==> config.mk <==
export PLATFORM = sky130hd
export DESIGN_NAME = uart_tx
export DESIGN_NICKNAME = d
export VERILOG_FILES = /design/src/rtl/uart_pkg.sv /design/src/rtl/uart_tx_bit_timer.sv /design/src/rtl/uart_tx.sv
export SDC_FILE = /design/constraint.sdc
export NUM_CORES = 1
export LEC_CHECK = 0
export CAP_MARGIN = 20
export CORE_MARGIN = 8
export CORE_UTILIZATION = 40
export DETAILED_ROUTE_END_ITERATION = 16
export MAX_ROUTING_LAYER = met4
export PLACE_DENSITY_LB_ADDON = 0.3
export SYNTH_ARGS = -nofsm -noshare
export SYNTH_HDL_FRONTEND = slang
export SYNTH_HIERARCHICAL = 1
export SYNTH_SLANG_ARGS = --single-unit
==> constraint.sdc <==
create_clock -name clk -period 5.58 [get_ports clk]
set_input_delay 1.674 -clock clk [delete_from_list [all_inputs] [get_ports clk]]
set_output_delay 1.674 -clock clk [all_outputs]
set_load 0.01 [all_outputs]
==> src/rtl/uart_pkg.sv <==
// Shared UART definitions: state encoding common to uart_rx and uart_tx, and frame constants.
package uart_pkg;

    typedef enum logic [3:0] {
        IDLE  = 4'h0,
        START = 4'h1,
        D0    = 4'h2,
        D1    = 4'h3,
        D2    = 4'h4,
        D3    = 4'h5,
        D4    = 4'h6,
        D5    = 4'h7,
        D6    = 4'h8,
        D7    = 4'h9,
        STOP  = 4'hA
    } uart_state_e;

    localparam int DATA_BITS  = 8;
    localparam int FRAME_BITS = 10;

    function automatic logic is_data_state(input uart_state_e s);
        return (s >= D0) && (s <= D7);
    endfunction

endpackage

==> src/rtl/uart_tx_bit_timer.sv <==
// Bit-period timer: counts 0..max(period,1)-1, flags the last cycle and wraps to 0 on its own.
module bit_timer #(
    parameter int COUNTER_WIDTH = 24
) (
    input  logic                     clk,
    input  logic                     rst,
    input  logic                     clear,
    input  logic [COUNTER_WIDTH-1:0] period,
    output logic                     terminal
);

    localparam logic [COUNTER_WIDTH-1:0] ONE = {{(COUNTER_WIDTH-1){1'b0}}, 1'b1};

    logic [COUNTER_WIDTH-1:0] count_q;
    logic [COUNTER_WIDTH-1:0] count_d;
    logic [COUNTER_WIDTH-1:0] last_count;

    // A zero period behaves as a one-cycle bit.
    assign last_count = (period == '0) ? '0 : (period - ONE);
    assign terminal   = (count_q == last_count);

    always_comb begin
        count_d = count_q + ONE;
        if (clear || terminal) begin
            count_d = '0;
        end
    end

    always_ff @(posedge clk) begin
        if (rst) begin
            count_q <= '0;
        end else begin
            count_q <= count_d;
        end
    end

endmodule

==> src/rtl/uart_tx.sv <==
// 8N1 UART transmitter, LSB first, bit period taken from cycles_per_bit at byte acceptance.
//
// state  | meaning
// IDLE   | line high, ready for a byte
// START  | start bit (line low) for one bit period
// D0..D7 | data bit n from bit 0 of the shift register
// STOP   | stop bit (line high); ready again on its last cycle
module uart_tx
    import uart_pkg::*;
#(
    parameter int COUNTER_WIDTH = 24
) (
    input  logic                     clk,
    input  logic                     rst,
    input  logic [COUNTER_WIDTH-1:0] cycles_per_bit,
    input  logic [7:0]               data,
    input  logic                     data_valid,
    output logic                     data_ready,
    output logic                     uart_tx_out,
    output logic                     busy
);

    uart_state_e              state_q, state_d;
    logic [DATA_BITS-1:0]     shift_q, shift_d;
    logic [COUNTER_WIDTH-1:0] period_q, period_d;
    logic                     tx_q, tx_d;
    logic                     terminal;
    logic                     timer_clear;
    logic                     accept;

    bit_timer #(
        .COUNTER_WIDTH(COUNTER_WIDTH)
    ) u_bit_timer (
        .clk     (clk),
        .rst     (rst),
        .clear   (timer_clear),
        .period  (period_q),
        .terminal(terminal)
    );

    assign timer_clear = (state_q == IDLE);
    assign data_ready  = (state_q == IDLE) || ((state_q == STOP) && terminal);
    assign accept      = data_valid && data_ready;
    assign busy        = (state_q != IDLE);
    assign uart_tx_out = tx_q;

    always_comb begin
        state_d  = state_q;
        shift_d  = shift_q;
        period_d = period_q;
        tx_d     = 1'b1;

        case (state_q)
            IDLE: state_d = IDLE;
            START: if (terminal) state_d = D0;
            D0, D1, D2, D3, D4, D5, D6: begin
                if (terminal) begin
                    state_d = uart_state_e'(state_q + 4'd1);
                    shift_d = shift_q >> 1;
                end
            end
            D7: if (terminal) state_d = STOP;
            STOP: if (terminal) state_d = IDLE;
            default: state_d = IDLE;
        endcase

        // Acceptance overrides the STOP->IDLE step so frames can run back to back.
        if (accept) begin
            state_d  = START;
            shift_d  = data;
            period_d = cycles_per_bit;
        end

        if (state_d == START) begin
            tx_d = 1'b0;
        end else if (is_data_state(state_d)) begin
            tx_d = shift_d[0];
        end
    end

    always_ff @(posedge clk) begin
        if (rst) begin
            state_q  <= IDLE;
            shift_q  <= '0;
            period_q <= '0;
            tx_q     <= 1'b1;
        end else begin
            state_q  <= state_d;
            shift_q  <= shift_d;
            period_q <= period_d;
            tx_q     <= tx_d;
        end
    end

endmodule
Yosys cells after proc, flatten, opt, wreduce, memory -nomap -nowiden

Cells that the tools add are included.

Reductions and logical operators: 13
Order comparisons: 2
Add/sub/neg operators: 3
Multiplexer cells: 12
Eq/ne operators: 12

Operators with widths:

| kind                    | count |
|---|---|
| $add A24 B1 Y24 const B | 1 |
| $eq A24 B24 Y1          | 1 |
| $logic_not A24 Y1       | 1 |
| $mux W24                | 1 |
| $mux W8                 | 3 |
| $sub A24 B1 Y24 const B | 1 |
| $mux W4                 | 5 |
| $eq A4 B3 Y1 const B    | 4 |
| $pmux W4 S4             | 1 |
| $eq A4 B4 Y1 const B    | 3 |
| $eq A4 B1 Y1 const B    | 2 |
| $eq A4 B2 Y1 const B    | 2 |
| $reduce_or A7 Y1        | 1 |
| $add A4 B1 Y4 const B   | 1 |
| $ge A4 B2 Y1 const B    | 1 |
| $le A4 B4 Y1 const B    | 1 |
| $logic_not A4 Y1        | 1 |
| $reduce_bool A2 Y1      | 2 |
| $reduce_bool A4 Y1      | 1 |
| $logic_and A1 B1 Y1     | 3 |
| $logic_or A1 B1 Y1      | 2 |
| $mux W1                 | 2 |
| $reduce_and A2 Y1       | 1 |
| $reduce_or A2 Y1        | 1 |

Register bits after elaboration: 61
Word-level logic and storage cells: 48
Bits of input ports: 35
Output and inout port bits: 3

Logic depth before layout (Yosys ltp)

Word-level depth: 11
Gate-level depth with buffers: 18
Depth with buffers taken out: 16

Cells and area by module

Netlist, hierarchy kept.

Modules (own cells, without submodules):

| module    | cells an instance | seq. area each (sq um) | instances | area an instance (sq um) |
|---|---|---|---|---|
| bit_timer | 298               | 480.5                  | 1         | 2,486.1 |
| uart_tx   | 213               | 740.7                  | 1         | 1,752.9 |

Worst setup path after synthesis

Ideal clock, no wire load.

Path type: register to output
From: reg period_q[0]
To: out data_ready
Path slack: -41 ps
Stages on the path, launching flop included: 14
Arrival: 3,947 ps
Required time: 3,906 ps
Buffers on the path: 1
Path through: dfxtp_1 > inv_1 > ha_1 > or3b_1 > buf_2 > nor4_2 > a21oi_1 > a221o_1 > or3_1 > a2111oi_0 > nand3_1 > nor4_1 > and4b_4 > or2_2

Longest elaborated chain between the ends: 5
Elaborated cells on any way between the ends: 6
Those cells by class: add/sub: 1; eq/ne: 1; mux: 1; reduce/logical: 3

RTL lines:

| item                                                        | RTL line                | RTL |
|---|---|---|
| start: declaration                                          | uart_tx.sv:25           | `logic [COUNTER_WIDTH-1:0] period_q, period_d;` |
| start signal: assignment                                    | uart_tx.sv:90           | `period_q <= period_d;` |
| $sub A24 B1 Y24 / $logic_not A24 Y1 (equally long branches) | uart_tx_bit_timer.sv:19 | `assign last_count = (period == '0) ? '0 : (period - ONE);` |
| $mux W24 (*)                                                | uart_tx_bit_timer.sv:19 |  |
| $eq A24 B24 Y1 (*)                                          | uart_tx_bit_timer.sv:20 | `assign terminal = (count_q == last_count);` |
| via terminal                                                | uart_tx.sv:27           | `logic terminal;` |
| $logic_and A1 B1 Y1 (*)                                     | uart_tx.sv:42           | `assign data_ready = (state_q == IDLE) \|\| ((state_q == STOP) && terminal);` |
| $logic_or A1 B1 Y1 (*)                                      | uart_tx.sv:42           |  |
| end: declaration                                            | uart_tx.sv:18           | `output logic data_ready,` |

Mark *: on every way through the listed nets, which the timed path passes. The rest lies on a longest branch.

Worst setup path in the final report

Ends and elaborated chain as after synthesis.

==> reports/metrics.csv <==
metric,value,unit
seqCellArea,0.00122,mm²
endpoint_kind,output pin,
wl,11200,µm
post-route-drc-count,0,
p_sw,371,µW
period_needed,5.36,ns
yosys.area.top_type,dfxtp_1,
final_util,0.513,
finClkSkew,0.00910,ns
synth.most_common_cell,nand2_1,
yosys_most_used_dff,dfxtp_1,
dp_slack,-0.0217,ns
port_buffers,37,
synthArstFlopShare,0,
clock_path_buffers,2,
syn-cell-area,0.00424,mm²
synthesis.nets,553,
p_leak,0.00187,µW
min_from,shift_q[7],
synth_common_cells,"81 x nand2_1, 61 x dfxtp_1, 37 x a21oi_1, 25 x xnor2_1, 21 x nor2_1",
synthToLayoutAreaGrowth,25.0,%
busiest_layer,met2,
timing.final.ws_setup,0.216,ns
instances_no_fill,715,
die_area,0.0141,mm²
start_util,0.411,
crit_type,reg2out,
antenna_found_initial,0,
met2_usage,0.257,
met3_usage,0.0354,
cts.sinks,61,
dpl_cell_area,0.00494,mm²
synthTopCellsByArea,"dfxtp_1 29%, nand2_1 7.2%, xnor2_1 5.2%",
grt_pass1_wl,19000,µm
rows,37,
power.share.clock,0.354,
syn_inst,511,
gr-usage-all-layers,0.165,
worst_pin_slew,0.667,ns
startpoint,period_q[0],
syn_area_per_cell,8.30,µm²
timing.rr.start,period_q[0],
start_kind,register,
r2r_end,period_q[10],
cap_violations,0,
power.density,240,mW/mm²
synth-seq-area-share,0.288,
grt_max_degree,42,
post-synth-top-area-fraction,0.288,
p_sw_frac,0.292,
hp-class,reg2reg,
clkTransAtPathRegs,0.07,ns
cts_tree,yes,
ioPinCount,38,
synth_edf_count,0,
worstRegToRegCells,18,
postRouteAntennaNets,0,
hold_viol,0,
finalCritPeriodShare,0.961,
cts_root_buf,clkbuf_8,
wl_per_cell,15.6,µm
outcome,"finished, final reports clean",
pwr-share-seq,0.370,
num_vias,4021,
multi_input_area,0.00294,mm²
ys_seq_elements,61,
dr.pass1.iters,5,
peakVddDrop,0.000112,V
antennaDiodeCount,0,
reg2reg_slack,1.17,ns
h-tree-depth,3,
drv_slew,0,
combPwrFrac,0.276,
setup_viol,0,
path_max_fanout,2,
nets,616,
dp.cells,697,
max_slew_margin,0.556,
core,0.0103,mm²
insertion_delay,0.35,ns
layout-drive-gt1-share,0.225,
cp-endpoint,data_ready,
gp_congestion,0.901,
postCtsHoldBufs,0,
cp_data_arrival_time,3.69,ns
whs,0.475,ns
intPower,898,µW
fp.dieH,119,µm
cts_buffers,9,
grt_pass1_vias,3910,
fillCellCount,962,
overflow,0,
hpwl,8380,µm
die_w,119,µm
drt_iter0_drc,210,
grtUsageMet1,0.210,
final_area,0.00530,mm²
synth.distinct_cells,81,
yosysWarnings,6,
vias_per_cell,5.62,
fmax,186,MHz
crit_required,3.91,ns
==> placed cells by master, fill, tap and decap left out, drive strengths merged, types with 7 or more instances in the layout <==
cell type	count
nor3	38
xnor2	25
nand3	18
dfxtp	61
or3	10
xor2	20
buf	46
clkdlybuf4s50	36
a21oi	37
nand4	11
or4	13
o21ai	11
nor2	28
ha	7
nor4	14
nand2	82
clkbuf	12
inv	10
==> what timing repair did <==
item / in CTS / in global routing
gates cloned: 0 / 0
setup buffers: 0 / 2
endpoints found under the setup margin: 1 / 1
pin swaps: 2 / 8
resized for setup: 9 / 19
==> power groups by stage <==
stage / combinational (µW) / clock [µW] / sequential [µW]
2_1_floorplan: 204 / 0 / 477
3_3_place_gp: 310 / 0 / 478
3_5_place_dp: 315 / 0 / 478
4_1_cts: 323 / 456 / 469
5_1_grt: 381 / 475 / 472
6_report: 351 / 449 / 469
==> area by class of cell <==
class	instances	area share
tap	136	0.0321
timing repair buffer	82	0.133
sequential	61	0.231
clock buffer	12	0.0293
multi-input combinational	410	0.555
inverter	10	0.00709
clock inverter	4	0.0132
==> routing by layer <==
metal | up-vias | wire length, µm
li1 | 1998 | -
met1 | 1922 | 5350
met2 | 87 | 5160
met3 | 14 | 498
met4 | 0 | 161
met5 | - | 0
==> per-stage QoR <==
stage          power [µW]  setup TNS, ns
2_1_floorplan         682              0
3_3_place_gp          787        -0.0425
5_1_grt              1330        -0.0166
6_report             1270              0
4_1_cts              1250              0
3_5_place_dp          793        -0.0217
==> sequential cells by signal, summed over array words and instances (netlist names) <==
signal and count:
period_q 24, shift_q 8, state_q 4, u_bit_timer/count_q 24, uart_tx_out 1
==> how the worst min path moves through the flow <==
stage                              to  cells past startpoint  slack [ns]
after floorplan           period_q[2]                      2        0.43
after global placement     shift_q[7]                      2        0.46
after detailed placement   shift_q[7]                      2        0.47
after CTS                  shift_q[7]                      2        0.48
after global routing       shift_q[7]                      2        0.51
final                      shift_q[7]                      2        0.47
==> cells by family (layout without fill, tap and decap cells) <==
| group | after synthesis | after routing | synth area share |
|---|---|---|---|
| simple gates | 246 | 246 | 0.335 |
| compound gates | 103 | 103 | 0.183 |
| flops | 61 | 61 | 0.288 |
| xor+xnor | 48 | 48 | 0.110 |
| buf+inv | 40 | 108 | 0.0493 |
| fa+ha+maj | 7 | 7 | 0.0207 |
| mux | 6 | 6 | 0.0145 |
==> critical path: stages (launching register included) <==
cell and delay [ns]:
dfxtp_1 0.31, inv_1 0.05, ha_2 0.16, or3b_4 0.41, nor4_4 0.32, buf_4 0.18, mux2i_4 0.24, xnor2_2 0.10
or3_4 0.35, a2111oi_4 0.20, nand3_1 0.14, nor4_2 0.28, buf_4 0.17, and4b_4 0.23, or2_2 0.10, buf_2 0.12
(Power assumes the default switching activity.)
